--- src/rtl/dummy_idx_inserter.sv ---
// Streams the latched sparse-polynomial indices to poly_mult, interleaving LFSR-chosen dummy beats.
// Dummy insertion is compiled in only when DUMMY_INSERT_EN is defined; otherwise only real beats are sent.
module dummy_idx_inserter #(
  parameter int          IDX_W         = 8,
  parameter int          N_REAL        = 16,
  parameter int          N_DUMMY       = 8,
  parameter logic [15:0] LFSR_SEED_DEF = 16'hACE1
) (
  input  logic                    clk,
  input  logic                    rst,
  input  logic                    load_i,
  input  logic [N_REAL*IDX_W-1:0] idx_i,
  input  logic [15:0]             seed_i,
  output logic                    out_valid_o,
  input  logic                    out_ready_i,
  output logic [IDX_W-1:0]        out_idx_o,
  output logic                    out_dummy_o,
  output logic                    out_last_o,
  output logic                    busy_o,
  output logic                    done_o
);

  localparam int CNT_W = $clog2(N_REAL + N_DUMMY + 1);
  localparam int PTR_W = (N_REAL > 1) ? $clog2(N_REAL) : 1;

  typedef enum logic [1:0] {
    S_IDLE,
    S_EMIT,
    S_DONE
  } state_t;

  state_t                  r_state;
  logic [N_REAL*IDX_W-1:0] r_idx;
  logic [CNT_W-1:0]        r_rem_real;
  logic [PTR_W-1:0]        r_ptr;
  logic                    r_valid;
  logic                    r_busy;
  logic                    r_done;

  logic                    w_fire;
  logic                    w_is_dummy;
  logic                    w_last;
  logic [IDX_W-1:0]        w_real_idx;
  logic [IDX_W-1:0]        w_dummy_idx;

`ifdef DUMMY_INSERT_EN
  logic [CNT_W-1:0] r_rem_dummy;
  logic [15:0]      r_lfsr;
  logic [15:0]      w_lfsr_next;
  logic [15:0]      w_seed;

  // NOTE: every always_comb output gets a default first so no path can infer a latch.
  always_comb begin
    w_is_dummy = 1'b0;
    if (r_rem_real == '0)       w_is_dummy = 1'b1;
    else if (r_rem_dummy == '0) w_is_dummy = 1'b0;
    else                        w_is_dummy = r_lfsr[0];
  end

  assign w_lfsr_next = {1'b0, r_lfsr[15:1]} ^ (r_lfsr[0] ? 16'hB400 : 16'h0000);
  assign w_seed      = (seed_i == 16'h0000) ? LFSR_SEED_DEF : seed_i;
  assign w_last      = (r_rem_real + r_rem_dummy) == CNT_W'(1);
  assign w_dummy_idx = r_lfsr[IDX_W-1:0];
`else
  logic w_unused_seed;

  assign w_unused_seed = ^seed_i;
  assign w_is_dummy    = 1'b0;
  assign w_last        = r_rem_real == CNT_W'(1);
  assign w_dummy_idx   = '0;
`endif

  assign w_fire     = r_valid & out_ready_i;
  assign w_real_idx = r_idx[r_ptr*IDX_W +: IDX_W];

  // Beat fields come straight from held state, so they stay stable while ready is low.
  assign out_valid_o = r_valid;
  assign out_idx_o   = r_valid ? (w_is_dummy ? w_dummy_idx : w_real_idx) : '0;
  assign out_dummy_o = r_valid & w_is_dummy;
  assign out_last_o  = r_valid & w_last;
  assign busy_o      = r_busy;
  assign done_o      = r_done;

  // NOTE: the key register is pure data qualified by the load; it needs no reset value.
  always_ff @(posedge clk) begin
    if (!rst && r_state == S_IDLE && load_i) begin
      r_idx <= idx_i;
    end
  end

  // NOTE: sequential state uses non-blocking assignments only.
  always_ff @(posedge clk) begin
    if (rst) begin
      r_state     <= S_IDLE;
      r_valid     <= 1'b0;
      r_busy      <= 1'b0;
      r_done      <= 1'b0;
      r_rem_real  <= '0;
      r_ptr       <= '0;
`ifdef DUMMY_INSERT_EN
      r_rem_dummy <= '0;
      r_lfsr      <= LFSR_SEED_DEF;
`endif
    end else begin
      r_done <= 1'b0;
      case (r_state)
        S_IDLE: begin
          if (load_i) begin
            r_state     <= S_EMIT;
            r_valid     <= 1'b1;
            r_busy      <= 1'b1;
            r_rem_real  <= CNT_W'(N_REAL);
            r_ptr       <= '0;
`ifdef DUMMY_INSERT_EN
            r_rem_dummy <= CNT_W'(N_DUMMY);
            r_lfsr      <= w_seed;
`endif
          end
        end
        S_EMIT: begin
          if (w_fire) begin
            if (!w_is_dummy) begin
              r_rem_real <= r_rem_real - CNT_W'(1);
              r_ptr      <= r_ptr + PTR_W'(1);
            end
`ifdef DUMMY_INSERT_EN
            else begin
              r_rem_dummy <= r_rem_dummy - CNT_W'(1);
            end
            r_lfsr <= w_lfsr_next;
`endif
            if (w_last) begin
              r_state <= S_DONE;
              r_valid <= 1'b0;
              r_busy  <= 1'b0;
              r_done  <= 1'b1;
            end
          end
        end
        S_DONE:  r_state <= S_IDLE;
        default: r_state <= S_IDLE;
      endcase
    end
  end

endmodule

--- config.mk ---
export PLATFORM = sky130hd
export DESIGN_NAME = dummy_idx_inserter
export DESIGN_NICKNAME = d
export VERILOG_FILES = /design/src/rtl/dummy_idx_inserter.sv
export SDC_FILE = /design/constraint.sdc
export NUM_CORES = 1
export LEC_CHECK = 0
export BUFFER_PORTS_ARGS = -buffer_cell sky130_fd_sc_hd__buf_2
export CAP_MARGIN = 20
export CORE_MARGIN = 5
export CORE_UTILIZATION = 41
export DETAILED_ROUTE_END_ITERATION = 10
export PLACE_DENSITY = 0.71
export SETUP_SLACK_MARGIN = 0.5
export SKIP_CTS_REPAIR_TIMING = 1
export SLEW_MARGIN = 30
export SYNTH_ARGS = -nofsm -noshare
export SYNTH_HDL_FRONTEND = slang
export SYNTH_SLANG_ARGS = --single-unit
--- constraint.sdc ---
create_clock -name clk -period 15.5 [get_ports clk]
set_clock_uncertainty 0.05 [all_clocks]
set_input_delay 2.325 -clock clk [delete_from_list [all_inputs] [get_ports clk]]
set_output_delay 2.325 -clock clk [all_outputs]
set_load 0.03 [all_outputs]
==> out/metrics.cfg, run 1 <==
[status]
status=complete, no violations

[sta]
finalSetupViolations=0
tightest_slew_ps=796.5
rsz0062_at_grt=false
fin_crit_sh_pct=32.22
fmax_mhz=200.2
tns_ps=0
slew_headroom_pct=46.90
drv_slew=0
layout_min_cycle_time_ps=4994
hold_viol_final=0

[placed_design]
globalplace.congestion=0.7365
place_area_um2=6461
dp_hpwl_mm=8.575
port_buffers=143

[logic_synthesis]
synth_seq_cells=141
syn_inst=325
yosys.area_share.simple_pct=4.056
synth_common_cells=128 x edfxtp_1, 50 x mux2i_1, 26 x a22oi_1
yosysTopAreaCellShare_pct=68.85
seq_area_frac_synth_pct=73.51
synth_cell_types=37
synth_top_family_by_area=multiplexers
synth_xor_area_share_pct=0.6275
synthArstFlopShare_pct=0
avgSynthCellArea_um2=17.18
synth_fa_ha_area_share_pct=0.6723
yosysWarnings=0
synth-edff-count=128
muxShareOfSynthArea_pct=11.99
synthFlopType=edfxtp_1
yosys.cell_count.top_type=edfxtp_1
synth_area_leaders=edfxtp_1 69%, mux2i_1 9.0%, dfxtp_1 4.7%
synth_compound_gate_area_share_pct=6.320
synth.largest_area_cell=edfxtp_1
syn-num-nets=476
synth_area_um2=5583

[cells_and_area]
n_antenna_cell=0
postLayoutCellArea_um2=7086
filler_cell_count=1105
drive_above_1_share_pct=38.65
fin_nets=627
area.growth.synth_to_final_pct=26.92

[routing]
drt_iter0_drc=168
routed_via_density=4.991
routed_wl_mm=11.84
post-route-drc-count=0
ant_nets=0
num_vias=3319
avgRoutedWirePerCell_um=17.80
drt_pass1_iterations=6

[worst_hold_path]
hp-class=flip-flop to flip-flop
worstHoldPathCells=1

[floorplan]
core_um2=13300
die_area_um2=16050
initial_core_util_pct=41.99
pin_count=161
dieWidth_um=126.7
rows=42
die_h_um=126.7

[critical_path]
path_class=flip-flop to primary output
crit_fanout=22
critical_path_required_ps=13130
crit_path_start_kind=flip-flop
worstPathCellList=buf_12 -> buf_12 -> mux4_1 -> a311oi_1 -> a21oi_1 -> buf_2
rr_worst_depth=4
critPathCaptureType=primary output
cp.arrival_ps=2620
slowest_delay_ps=630
worst_path_most_repeated_cell=buf_12
slowest_stage=mux4_1

[cts]
clk_path_buf_depth=2
cts-buffers-inserted=17
path_clk_slew_ps=60
cts_tree=built
cts_root_buffer=clkbuf_16
htree_levels=4
clock_latency_ps=410
clock_sinks=141

[grt]
grt.total_usage_pct=14.95
antenna_found_initial=1
grt_pass1_vias=3565
grt-ovfl-total=0
grt_pass1_wl_mm=18.04
grt_max_degree=67

[flow_run]
drv_cap=0

[power]
powerDensity_nw_per_um2=128.3
vdd_drop_max_mv=0.07591
p_leak_nw=2.597

stage by stage:
stage / power (W) / setup slack, ps / utilization [%] / hold slack [ps] / std cells
after CTS: 0.0009181 / 10480 / 53.27 / 443.2 / 665
after global placement: 0.0004920 / 10260 / 48.30 / 412.4 / 631
final: 0.0009087 / 10510 / 53.29 / 449.0 / 665
after detailed placement: 0.0004949 / 10130 / 48.60 / 434.5 / 633
after floorplan: 0.0004724 / 6470 / - / 402.6 / 325
after global routing: 0.0009410 / 10340 / 53.29 / 488.5 / 665
routing by layer:
| metal | track usage (%) | share of wire [%] | up-vias |
|---|---|---|---|
| li1 | - | - | 1584 |
| met1 | 18.13 | 42 | 1605 |
| met2 | 24.56 | 50 | 114 |
| met3 | 5.464 | 6.8 | 14 |
| met4 | 5.552 | 1.4 | 2 |
| met5 | 0 | 0.11 | - |
report_power, final:
part | switching [W] | internal (W) | total, W
clock | 0.000152 | 0.000270 | 0.000422
combinational | 0.0000258 | 0.0000221 | 0.0000479
sequential | 0.00000586 | 0.000432 | 0.000438
total | 0.000184 | 0.000725 | 0.000909
critical path: cells and delay by family, from the launching register on:
family	cells	cell delay, ps
buf+inv	3	660
mux	1	630
flops	1	590
compound gates	2	320
layout by cell type, fill, tap and decap left out, types with 4 or more instances in the layout:
master	count
o21ai_1	6
clkbuf_16	17
buf_2	143
edfxtp_1	128
a21oi_1	6
bufinv_16	4
mux4_2	4
a22oi_1	26
o211ai_1	5
nor2_1	20
nand3_1	4
nand2_1	10
buf_4	4
inv_1	4
mux2i_1	50
dfxtp_1	12
xor2_1	4
final cells by class:
type	count	area [µm²]	area share, %
well taps	176	220.2	3.108
multi-input cells	163	1335	18.84
flip-flops and latches	141	4108	57.97
inverters	4	15.01	0.2119
clock inverters	13	188.9	2.666
clock buffers	19	432.9	6.110
repair buffers	149	785.8	11.09
registers in the layout (all words and copies together) (netlist names):
register and flops:
r_idx 128, busy_o 1, r_state 2, r_ptr 4, done_o 1, r_rem_real 5
cell families after synthesis:
family,Yosys count
AND/OR/NAND/NOR,46
buffers and inverters,21
AO/OA/AOI/OAI,52
flip-flops,141
XOR/XNOR,4
adder cells (fa/ha/maj),3
multiplexers,57
other,1
final timing paths:
path / from / to / slack (ps)
worst max-delay path: r_ptr[0] / out_idx_o[5] / 10510
worst min-delay path: r_state[1] / r_state[0] / 450
worst max register to register: r_state[0] / r_idx[13] / 12220
worst min register to register: r_state[1] / r_state[0] / 450
Power figures use the tool's default switching activity.
==> run 2: changes to the inputs <==
Settings changed: ABC_AREA set to 1, PLACE_DENSITY 0.71 to 0.73.
Clock period 15.5 ns to 4.2 ns, I/O delays scaled along.
==> out/metrics.cfg, run 2 <==
[cells_and_area]
largest_reg_flops=128  ; unchanged
top_regs=r_idx: 128 flops, r_rem_real: 5 flops, r_ptr: 4 flops
area.growth.synth_to_final_pct=23.19
drive_above_1_share_pct=24.83  ; -14 points
fin_nets=875  ; +40%
layout_common_cells=205 x nand2_1, 143 x buf_2, 128 x edfxtp_1
filler_cell_count=1336  ; +21%
top_register=r_idx
mostFrequentLayoutCell=nand2_1

[floorplan]
die_area_um2=17220  ; +7.3%
pin_count=161  ; unchanged
initial_core_util_pct=41.62  ; -0.37 points
die_h_um=131.2  ; +3.6%
rows=44  ; +4.8%
core_um2=14480  ; +8.9%
dieWidth_um=131.2  ; +3.6%

[placed_design]
dp_hpwl_mm=9.637  ; +12%
port_buffers=143  ; unchanged
globalplace.congestion=0.7774  ; +5.6%

[sta]
hold_viol_final=0  ; unchanged
drv_slew=0  ; unchanged
tns_ps=0  ; unchanged
fin_crit_sh_pct=71.78
fmax_mhz=331.7
slew_headroom_pct=50.12  ; +3.2 points
tightest_slew_ps=748.2  ; -48.27 ps
rsz0062_at_grt=false
timing.hold.ws_ps=331.7  ; -117.3 ps
finalSetupViolations=0  ; unchanged
layout_min_cycle_time_ps=3015

[logic_synthesis]
synth-edff-count=128  ; unchanged
synth_common_cells=205 x nand2_1, 128 x edfxtp_1, 85 x nand3_1
synth.largest_area_cell=edfxtp_1
yosys.cell_count.top_type=nand2_1
seq_area_frac_synth_pct=68.11  ; -5.4 points
muxShareOfSynthArea_pct=0  ; -12 points
syn_inst=585  ; +80%
synth_top_family_by_area=simple AND/OR/NAND/NOR gates
yosysWarnings=0  ; unchanged
avgSynthCellArea_um2=10.30  ; -40%
synthArstFlopShare_pct=0  ; unchanged
synth_compound_gate_area_share_pct=2.222  ; -4.1 points
yosys.area_share.simple_pct=20.66  ; +17 points
synthFlopType=edfxtp_1
yosysTopAreaCellShare_pct=63.79  ; -5.1 points
synth_area_um2=6026  ; +7.9%
synth_area_leaders=edfxtp_1 64%, nand2_1 13%, nand3_1 7.1%
synth_seq_cells=141  ; unchanged
synth_cell_types=23  ; -38%
synth_fa_ha_area_share_pct=0.6229  ; -0.049 points
synth_xor_area_share_pct=0  ; -0.63 points
syn-num-nets=736  ; +55%

[cts]
cts_root_buffer=clkbuf_16
clock_sinks=141  ; unchanged
clk_path_buf_depth=2  ; unchanged
clock_latency_ps=410  ; about the same
htree_levels=4  ; unchanged
cts_tree=built
cts-buffers-inserted=17  ; unchanged
path_clk_slew_ps=60  ; about the same

[routing]
post-route-drc-count=0  ; unchanged
ant_nets=0  ; unchanged
routed_via_density=4.626  ; -7.3%
routed_wl_mm=14.42  ; +22%
avgRoutedWirePerCell_um=15.64  ; -12%
num_vias=4265  ; +29%
drt_iter0_drc=148  ; -12%
drt_pass1_iterations=4  ; -2

[grt]
grt.total_usage_pct=16.76  ; +1.8 points
grt-ovfl-total=0  ; unchanged
antenna_found_initial=1  ; unchanged
grt_max_degree=77  ; +15%
grt_pass1_wl_mm=22.28  ; +23%
grt_pass1_vias=4280  ; +20%

[power]
powerDensity_nw_per_um2=442.2  ; +240%
p_leak_nw=3.340  ; +29%
vdd_drop_max_mv=0.2781  ; +270%
power_w=0.003282  ; +260%

[critical_path]
cp.arrival_ps=2330  ; -290 ps
rr_worst_depth=4  ; unchanged
path_class=flip-flop to primary output
crit_fanout=68  ; +210%
critPathCaptureType=primary output
crit_path_start_kind=flip-flop
critical_path_required_ps=3520  ; -9610 ps

[worst_hold_path]
hp-class=input port to flip-flop
worstHoldPathCells=1  ; unchanged

[flow_run]
drv_cap=0  ; unchanged

[status]
status=complete, no violations

-- run 2: worst max-delay path, cell delays in order (launching register included) --
cell and delay (ps):
dfxtp_2 350, buf_4 590, nand2_1 100, nand2_1 100, nand2_1 50, nand3_1 140
nand3_1 160, a21oi_1 160, buf_2 240
-- run 2: routing by layer --
layer / part of all wire (%) / wire length, µm / track usage [%]
met3: 5.4 / 781 / 5.275
met4: 1.9 / 272 / 6.178
met2: 51 / 7306 / 28.05
met5: 0 / 0 / 0
met1: 42 / 6060 / 20.34
-- run 2: layout make-up --
cell class | count | area, µm² | share of cell area (%)
diodes | 1 | 2.502 | 0.03371
inverters | 85 | 321.6 | 4.332
flip-flops and latches | 141 | 4105 | 55.30
clock buffers | 19 | 432.9 | 5.832
well taps | 184 | 230.2 | 3.101
repair buffers | 148 | 765.7 | 10.32
clock inverters | 13 | 137.6 | 1.854
multi-input cells | 331 | 1428 | 19.23
-- run 2: where the power goes --
group / internal (W) / leakage (nW) / switching (W)
registers: 0.00160 / 1.29 / 0.0000154
logic: 0.0000808 / 1.77 / 0.000133
clock network: 0.000876 / 0.276 / 0.000577
-- run 2: logic make-up after synthesis --
| kind of cell | Yosys count |
|---|---|
| AO/OA/AOI/OAI | 26 |
| adder cells (fa/ha/maj) | 3 |
| buffers and inverters | 113 |
| flip-flops | 141 |
| other | 1 |
| AND/OR/NAND/NOR | 301 |
-- run 2: worst paths after layout --
path / to / from / slack, ps
worst max register to register: r_idx[65] / r_state[0] / 2090
worst min-delay path: r_idx[36] / idx_i[36] / 330
worst min register to register: r_rem_real[4] / r_rem_real[4] / 440
worst max-delay path: out_idx_o[2] / r_ptr[0] / 1190
-- run 2: metrics by stage --
stage / util (%) / instances / setup slack [ps] / instance area [µm²]
6_report: 51.27 / 922 / 1185 / 7423
3_5_place_dp: 47.31 / 889 / 1605 / 6850
5_1_grt: 51.27 / 922 / 975.9 / 7423
2_1_floorplan: - / 585 / 965.0 / 6033
4_1_cts: 51.25 / 921 / 1159 / 7421
3_3_place_gp: 47.31 / 889 / 1609 / 6850
